==> src/rtl/mem_interface.sv <==
// -----------------------------------------------------------------------------
// mem_interface
//
// Memory access sequencer sitting between the control unit and the datapath's
// MAR/MDR pair. A one-cycle read or write request accepted in IDLE latches
// the MAR address (and MDR write data), strobes a synchronous RAM for exactly
// one cycle and reports completion with a one-cycle done pulse. On reads the
// returned RAM word is captured into m_data_in and presented to the MDR with
// the mdr_in / md_mux_select strobes.
//
// Parameters
//   REG_SIZE    data/address word width (matches the datapath)
//   ADDR_WIDTH  RAM address bits taken from addr_in[ADDR_WIDTH-1:0]
//   MEM_LAT     RAM read latency in cycles after the mem_re strobe edge (1..15)
//
// Ports
//   clk            in   rising-edge clock for all state
//   reset          in   synchronous reset, active-high
//   rd_req         in   read request, sampled only in IDLE
//   wr_req         in   write request, sampled only in IDLE (read wins a tie)
//   addr_in        in   MAR output
//   wdata_in       in   MDR output (write data)
//   busy           out  high in every non-IDLE state
//   done           out  one-cycle completion pulse
//   addr_err       out  one-cycle out-of-range pulse (address check build only)
//   m_data_in      out  registered read data to the MDR
//   mdr_in         out  MDR load enable, one cycle per completed read
//   md_mux_select  out  MDR input select (1 = memory), mirrors mdr_in
//   mem_addr       out  RAM address, latched at accept
//   mem_wdata      out  RAM write data, latched at write accept
//   mem_re         out  RAM read strobe
//   mem_we         out  RAM write strobe
//   mem_rdata      in   RAM read data
//
// Build option
//   MEM_ADDR_CHECK_EN  when defined, an accepted request whose addr_in has any
//                      bit set above ADDR_WIDTH goes to ERR instead of touching
//                      the RAM and pulses addr_err together with done. When
//                      undefined the upper address bits are ignored, the ERR
//                      state does not exist and addr_err is tied low.
// -----------------------------------------------------------------------------
module mem_interface #(
  parameter int REG_SIZE   = 32,
  parameter int ADDR_WIDTH = 9,
  parameter int MEM_LAT    = 1
) (
  input  logic                  clk,
  input  logic                  reset,
  input  logic                  rd_req,
  input  logic                  wr_req,
  input  logic [REG_SIZE-1:0]   addr_in,
  input  logic [REG_SIZE-1:0]   wdata_in,
  output logic                  busy,
  output logic                  done,
  output logic                  addr_err,
  output logic [REG_SIZE-1:0]   m_data_in,
  output logic                  mdr_in,
  output logic                  md_mux_select,
  output logic [ADDR_WIDTH-1:0] mem_addr,
  output logic [REG_SIZE-1:0]   mem_wdata,
  output logic                  mem_re,
  output logic                  mem_we,
  input  logic [REG_SIZE-1:0]   mem_rdata
);

  // Wait counter counts MEM_LAT-1 down to 0, so it needs clog2(MEM_LAT+1) bits.
  localparam int CNT_W = (MEM_LAT < 1) ? 1 : $clog2(MEM_LAT + 1);
  localparam logic [CNT_W-1:0] CNT_LOAD = CNT_W'(MEM_LAT - 1);

`ifdef MEM_ADDR_CHECK_EN
  typedef enum logic [2:0] {
    IDLE    = 3'd0,
    RD_STB  = 3'd1,
    RD_WAIT = 3'd2,
    RD_DONE = 3'd3,
    WR_STB  = 3'd4,
    WR_DONE = 3'd5,
    ERR     = 3'd6
  } state_t;
`else
  typedef enum logic [2:0] {
    IDLE    = 3'd0,
    RD_STB  = 3'd1,
    RD_WAIT = 3'd2,
    RD_DONE = 3'd3,
    WR_STB  = 3'd4,
    WR_DONE = 3'd5
  } state_t;
`endif

  state_t           state;
  state_t           state_nxt;
  logic [CNT_W-1:0] cnt;

  // A request is taken only while IDLE; anything seen elsewhere is dropped.
  logic accept;
  logic rd_accept;
  logic wait_last;

  // Registered-output next values, all derived from the next state so every
  // strobe lines up with the state it belongs to.
  logic busy_nxt;
  logic done_nxt;
  logic mem_re_nxt;
  logic mem_we_nxt;
  logic mdr_nxt;

`ifdef MEM_ADDR_CHECK_EN
  logic addr_bad;
  logic addr_err_nxt;
  assign addr_bad = |addr_in[REG_SIZE-1:ADDR_WIDTH];
`else
  // Upper MAR bits carry no meaning when the range check is not built.
  logic unused_addr_hi;
  assign unused_addr_hi = ^addr_in[REG_SIZE-1:ADDR_WIDTH];
`endif

  assign accept    = (state == IDLE) && (rd_req || wr_req);
  assign rd_accept = accept && rd_req;
  assign wait_last = (state == RD_WAIT) && (cnt == '0);

  // ---------------------------------------------------------------------------
  // Next-state and output decode
  // ---------------------------------------------------------------------------
  always_comb begin
    // NOTE: every signal written here gets a default first so no path can
    // leave one unassigned and infer a latch.
    state_nxt = state;

    unique case (state)
      IDLE: begin
        if (accept) begin
`ifdef MEM_ADDR_CHECK_EN
          if (addr_bad)    state_nxt = ERR;
          else
`endif
          if (rd_req)      state_nxt = RD_STB;
          else             state_nxt = WR_STB;
        end
      end
      RD_STB:              state_nxt = RD_WAIT;
      RD_WAIT: begin
        if (cnt == '0)     state_nxt = RD_DONE;
      end
      RD_DONE:             state_nxt = IDLE;
      WR_STB:              state_nxt = WR_DONE;
      WR_DONE:             state_nxt = IDLE;
`ifdef MEM_ADDR_CHECK_EN
      ERR:                 state_nxt = IDLE;
`endif
      default:             state_nxt = IDLE;
    endcase
  end

  always_comb begin
    busy_nxt   = (state_nxt != IDLE);
    mem_re_nxt = (state_nxt == RD_STB);
    mem_we_nxt = (state_nxt == WR_STB);
    mdr_nxt    = (state_nxt == RD_DONE);
    done_nxt   = (state_nxt == RD_DONE) || (state_nxt == WR_DONE);
`ifdef MEM_ADDR_CHECK_EN
    addr_err_nxt = (state_nxt == ERR);
    if (state_nxt == ERR) done_nxt = 1'b1;
`endif
  end

  // ---------------------------------------------------------------------------
  // State, counter and registered outputs
  // ---------------------------------------------------------------------------
  always_ff @(posedge clk) begin
    // NOTE: sequential state uses non-blocking assignments so every register
    // samples pre-edge values regardless of statement order.
    if (reset) begin
      state         <= IDLE;
      cnt           <= '0;
      busy          <= 1'b0;
      done          <= 1'b0;
      mem_re        <= 1'b0;
      mem_we        <= 1'b0;
      mdr_in        <= 1'b0;
      md_mux_select <= 1'b0;
      m_data_in     <= '0;
      mem_addr      <= '0;
      mem_wdata     <= '0;
    end else begin
      state         <= state_nxt;
      busy          <= busy_nxt;
      done          <= done_nxt;
      mem_re        <= mem_re_nxt;
      mem_we        <= mem_we_nxt;
      mdr_in        <= mdr_nxt;
      md_mux_select <= mdr_nxt;

      // Loaded only on RD_STB -> RD_WAIT and stops at zero, so it never wraps.
      if (state == RD_STB)
        cnt <= CNT_LOAD;
      else if ((state == RD_WAIT) && (cnt != '0))
        cnt <= cnt - 1'b1;

      // RAM word is valid on the edge that leaves RD_WAIT.
      if (wait_last)
        m_data_in <= mem_rdata;

      // Address and write data are frozen from accept until the next accept;
      // a read that wins a tie leaves the write data untouched.
      if (accept)
        mem_addr <= addr_in[ADDR_WIDTH-1:0];
      if (accept && !rd_accept)
        mem_wdata <= wdata_in;
    end
  end

`ifdef MEM_ADDR_CHECK_EN
  always_ff @(posedge clk) begin
    if (reset) addr_err <= 1'b0;
    else       addr_err <= addr_err_nxt;
  end
`else
  assign addr_err = 1'b0;
`endif

endmodule

==> config.mk <==
export PLATFORM = sky130hd
export DESIGN_NAME = mem_interface
export DESIGN_NICKNAME = d
export VERILOG_FILES = /design/src/rtl/mem_interface.sv
export SDC_FILE = /design/constraint.sdc
export NUM_CORES = 1
export LEC_CHECK = 0
export CAP_MARGIN = 20
export CORE_AREA = 4 4 94 96
export CTS_BUF_LIST = sky130_fd_sc_hd__clkbuf_2
export DETAILED_ROUTE_END_ITERATION = 8
export DIE_AREA = 0 0 98 100
export PLACE_DENSITY = 0.85
export SYNTH_ARGS = -nofsm -noshare
export SYNTH_HDL_FRONTEND = slang
export SYNTH_SLANG_ARGS = --single-unit
==> constraint.sdc <==
create_clock -name clk -period 4.8 [get_ports clk]
set_input_delay 0.48 -clock clk [delete_from_list [all_inputs] [get_ports clk]]
set_output_delay 0.48 -clock clk [all_outputs]
set_load 0.02 [all_outputs]
## Word-level counts from Yosys, hierarchy flattened

Cells that the tools add are included.

- Flip-flop bits (word level): 82
- Output and inout port bits: 80
- Word-level logic and storage cells: 34

- $add $sub $neg: 1
- Equality and inequality tests: 7
- Multiplexer cells: 4
- Bitwise gates (word level): 1
- Reduce and logical (&&, ||, !) cells: 11

Operators with widths:

| operator | count |
|---|---|
| $pmux 3 s4 | 1 |
| $eq 3x3->1 const B | 3 |
| $mux 3 | 3 |
| $eq 3x1->1 const B | 2 |
| $eq 3x2->1 const B | 2 |
| $logic_and 1x1->1 | 5 |
| $logic_not 3->1 | 1 |
| $reduce_bool 3->1 | 1 |
| $logic_or 1x1->1 | 2 |
| $reduce_or 2->1 | 1 |
| $logic_not 1->1 | 1 |
| $not 1->1 | 1 |
| $sub 1x1->1 const B | 1 |

## Longest topological paths before layout

- Depth after elaboration: 6
- Gate-level depth with buffers: 7
- Gate-level depth less buffers: 3

## Least setup slack after synthesis

No wires, ideal clock.

- Kind: register -> register
- Start: reg state[0]
- End: reg mem_wdata[10]
- Library setup time: 0.072 ns
- Data arrival time: 1.537 ns
- Path slack: 3.192 ns
- Cell stages (with the launch flop): 8
- Period minus slack after synthesis: 1.608 ns
- Cell sequence: dfxtp_1 -> buf_6 -> or3_1 -> buf_2 -> nor3b_2 -> buf_6 -> buf_12 -> mux2i_1

- Word-level cells in the longest chain between the ends: 5

Ends and longest elaborated chain:

| what | line | text |
|---|---|---|
| from (decl) | 91 | `state_t state;` |
| from (signal assigned) | 186 | `state <= state_nxt;` |
| $logic_not 3->1 * | 118 | `assign accept = (state == IDLE) && (rd_req \|\| wr_req);` |
| $logic_and 1x1->1 * | 118 |  |
| $logic_and 1x1->1 | 119 | `assign rd_accept = accept && rd_req;` |
| $logic_not 1->1 | 208 | `if (accept && !rd_accept)` |
| $logic_and 1x1->1 * | 208 |  |
| to (signal assigned) | 209 | `mem_wdata <= wdata_in;` |
| to (decl) | 60 | `output logic [REG_SIZE-1:0] mem_wdata,` |

Every way passes the cells marked *; elsewhere a longest branch is shown, timed or not.
A chain may end at the register's enable or synchronous reset.

## Worst setup path in the final report

- Start: reg state[0]
- End: reg mem_wdata[3]

The elaborated chain is that of the path after synthesis.

==> results.ini <==
[timing]
hold_ws_ps=468
fin_crit_sh_pct=42.7
grt_setup_unrepaired=false
fin_skew_ps=24.5
hold_violations=0
finalSetupTns_ps=0
slew_headroom_pct=44.6
tightest_slew_ps=832
fin_ws_ps=2750
setup_viol=0
period_minus_slack_ps=2050
fmax_mhz=488
slew_violations=0

[layout]
finalNonFillerCells=605
drive_above_1_share_pct=5.00
areaGrowthSynthToFinish_pct=50.4
multi_input_area_sq_um=1520
final_core_util_pct=62.3
fin_area_sq_um=5020
final.fill_count=669
nets=596
regArea_sq_um=1640
antennaDiodeCount=0

[routing]
viasPerCell=4.72
routed_wl_um=8320
wire_per_inst_um=13.8
dr.pass1.iters=4
vias=2855
drcViolationCount=0
drt_iter0_markers=106
antenna_left=0

[clocking]
cts_resized=0
numCtsBuffers=9
cts_sinks=82
clk_latency_ps=480
cts_setup_buffers=0
h-tree-depth=3
root_buffer=clkbuf_2
clk_pin_slew_ps=210
cts_tree=done
ctsLongestPathBuffers=2
cts_hold_buf=0

[synth]
synth-warning-count=0
synthCells=356
syn_avg_cell_area_sq_um=9.37
synth_nets=456
ys_ff_latch=82
ys_types=27
syn-cell-area_sq_um=3340
seq_area_frac_synth_pct=49.2

[placed_design]
place_ws_ps=2680
dp.cells=589
gp_congestion=0.763
portBuffers=155
dpl-instance-area_sq_um=4870
place.detailed.hpwl_um=5930

[critical_path]
end_kind=register
critPathKind=register to register
crit_fanout=33
crit_arrival_ps=2450
worstSetupStartpointType=register
cp.required_ps=5200

[worst_hold_path]
hp-class=register to register

[global_routing]
grt_max_degree=65
grt_pass1_vias=2902
grt_antenna_before_repair=0
grt_overflow=0
grt_pass1_wl_um=13600
track_usage_pct=17.1

[power]
leakage_nw=1.79
irDropWorstVdd_uv=210
powerDensity_nw_per_um2=321
p_total_mw=1.61

[die]
start_util_pct=41.4
coreArea_sq_um=8050
die_w_um=98
rows=33
ios=180
dieArea_sq_um=9800
chipHeight_um=100

[run_status]
status=completed

[job]
drv_cap=0

[power by group]
group | switching [mW] | internal (mW) | total (mW)
sequential | 0.0385 | 0.741 | 0.779
clock | 0.218 | 0.176 | 0.394
combinational | 0.209 | 0.227 | 0.437
[flip-flops by register name, indices dropped and copies added, names as in the netlist, 3 cells and up]
name       count
m_data_in     32
mem_wdata     32
mem_addr       9
state          3
[per-layer routing]
metal  share of wire, %  up-vias  GRT usage (%)
met3                 13        7           10.1
met1                 42     1282           19.8
met2                 44      142           26.9
met4               0.99        0           4.47
li1                   -     1424              -
met5                  0        -              0
[layout by cell type (no fill, tap or decap), types with 2 or more instances in the layout]
master | synthesis | routed
a211oi_1 | 2 | 2
a21oi_1 | 34 | 34
buf_4 | 2 | 3
bufinv_16 | 0 | 2
clkbuf_2 | 0 | 12
clkdlybuf4s50_1 | 0 | 154
dfxtp_1 | 82 | 82
mux2i_1 | 41 | 41
nand2_1 | 64 | 64
nand2b_1 | 83 | 83
nor2_1 | 2 | 2
nor3_1 | 3 | 3
[synth_stat cells]
master / instances / area (sq um)
a211oi_1: 2 / 15.0
a21oi_1: 34 / 170
buf_12: 3 / 60.1
buf_2: 2 / 10.0
buf_4: 2 / 15.0
buf_6: 2 / 22.5
clkbuf_1: 21 / 78.8
conb_1: 1 / 3.75
dfxtp_1: 82 / 1640
inv_1: 1 / 3.75
mux2i_1: 41 / 410
nand2_1: 64 / 240
nand2b_1: 83 / 519
nor2_1: 2 / 7.51
nor2_4: 1 / 11.3
nor3_1: 3 / 15.0
nor3b_1: 1 / 7.51
nor3b_2: 1 / 12.5
nor4_1: 1 / 6.26
nor4b_2: 2 / 30.0
o21ai_0: 1 / 5.00
o21bai_1: 1 / 7.51
o311a_1: 1 / 10.0
or3_1: 1 / 6.26
or3b_2: 1 / 8.76
or4b_1: 1 / 10.0
xnor2_1: 1 / 8.76
[worst max-delay path: stages (launching register included)]
cell	delay (ps)
dfxtp_1	480
or3_1	540
nor3b_4	190
buf_4	480
mux2i_1	260
[final timing paths]
check	endpoint	cells past startpoint	startpoint	slack (ps)
max reg2reg	mem_wdata[3]	4	state[0]	2750
min	m_data_in[10]	2	m_data_in[10]	470
min reg2reg	m_data_in[10]	2	m_data_in[10]	470
max	mem_wdata[3]	4	state[0]	2750
[layout make-up]
| cell class | count | share of cell area [%] |
|---|---|---|
| repair buffers | 159 | 31.8 |
| clock inverters | 3 | 1.30 |
| flip-flops and latches | 82 | 32.7 |
| inverters | 1 | 0.0748 |
| clock buffers | 12 | 1.20 |
| well taps | 105 | 2.62 |
| multi-input cells | 243 | 30.3 |
[cells by family (layout without fill, tap and decap cells)]
logic type	after synthesis	after routing	synth area share, %
mux	41	41	12.3
compound gates	39	39	6.22
other cells	1	1	0.112
simple gates	161	161	26.2
flops	82	82	49.2
buf+inv	31	175	5.70
xor+xnor	1	1	0.263
Note: power is estimated with default switching activity, not from simulation.
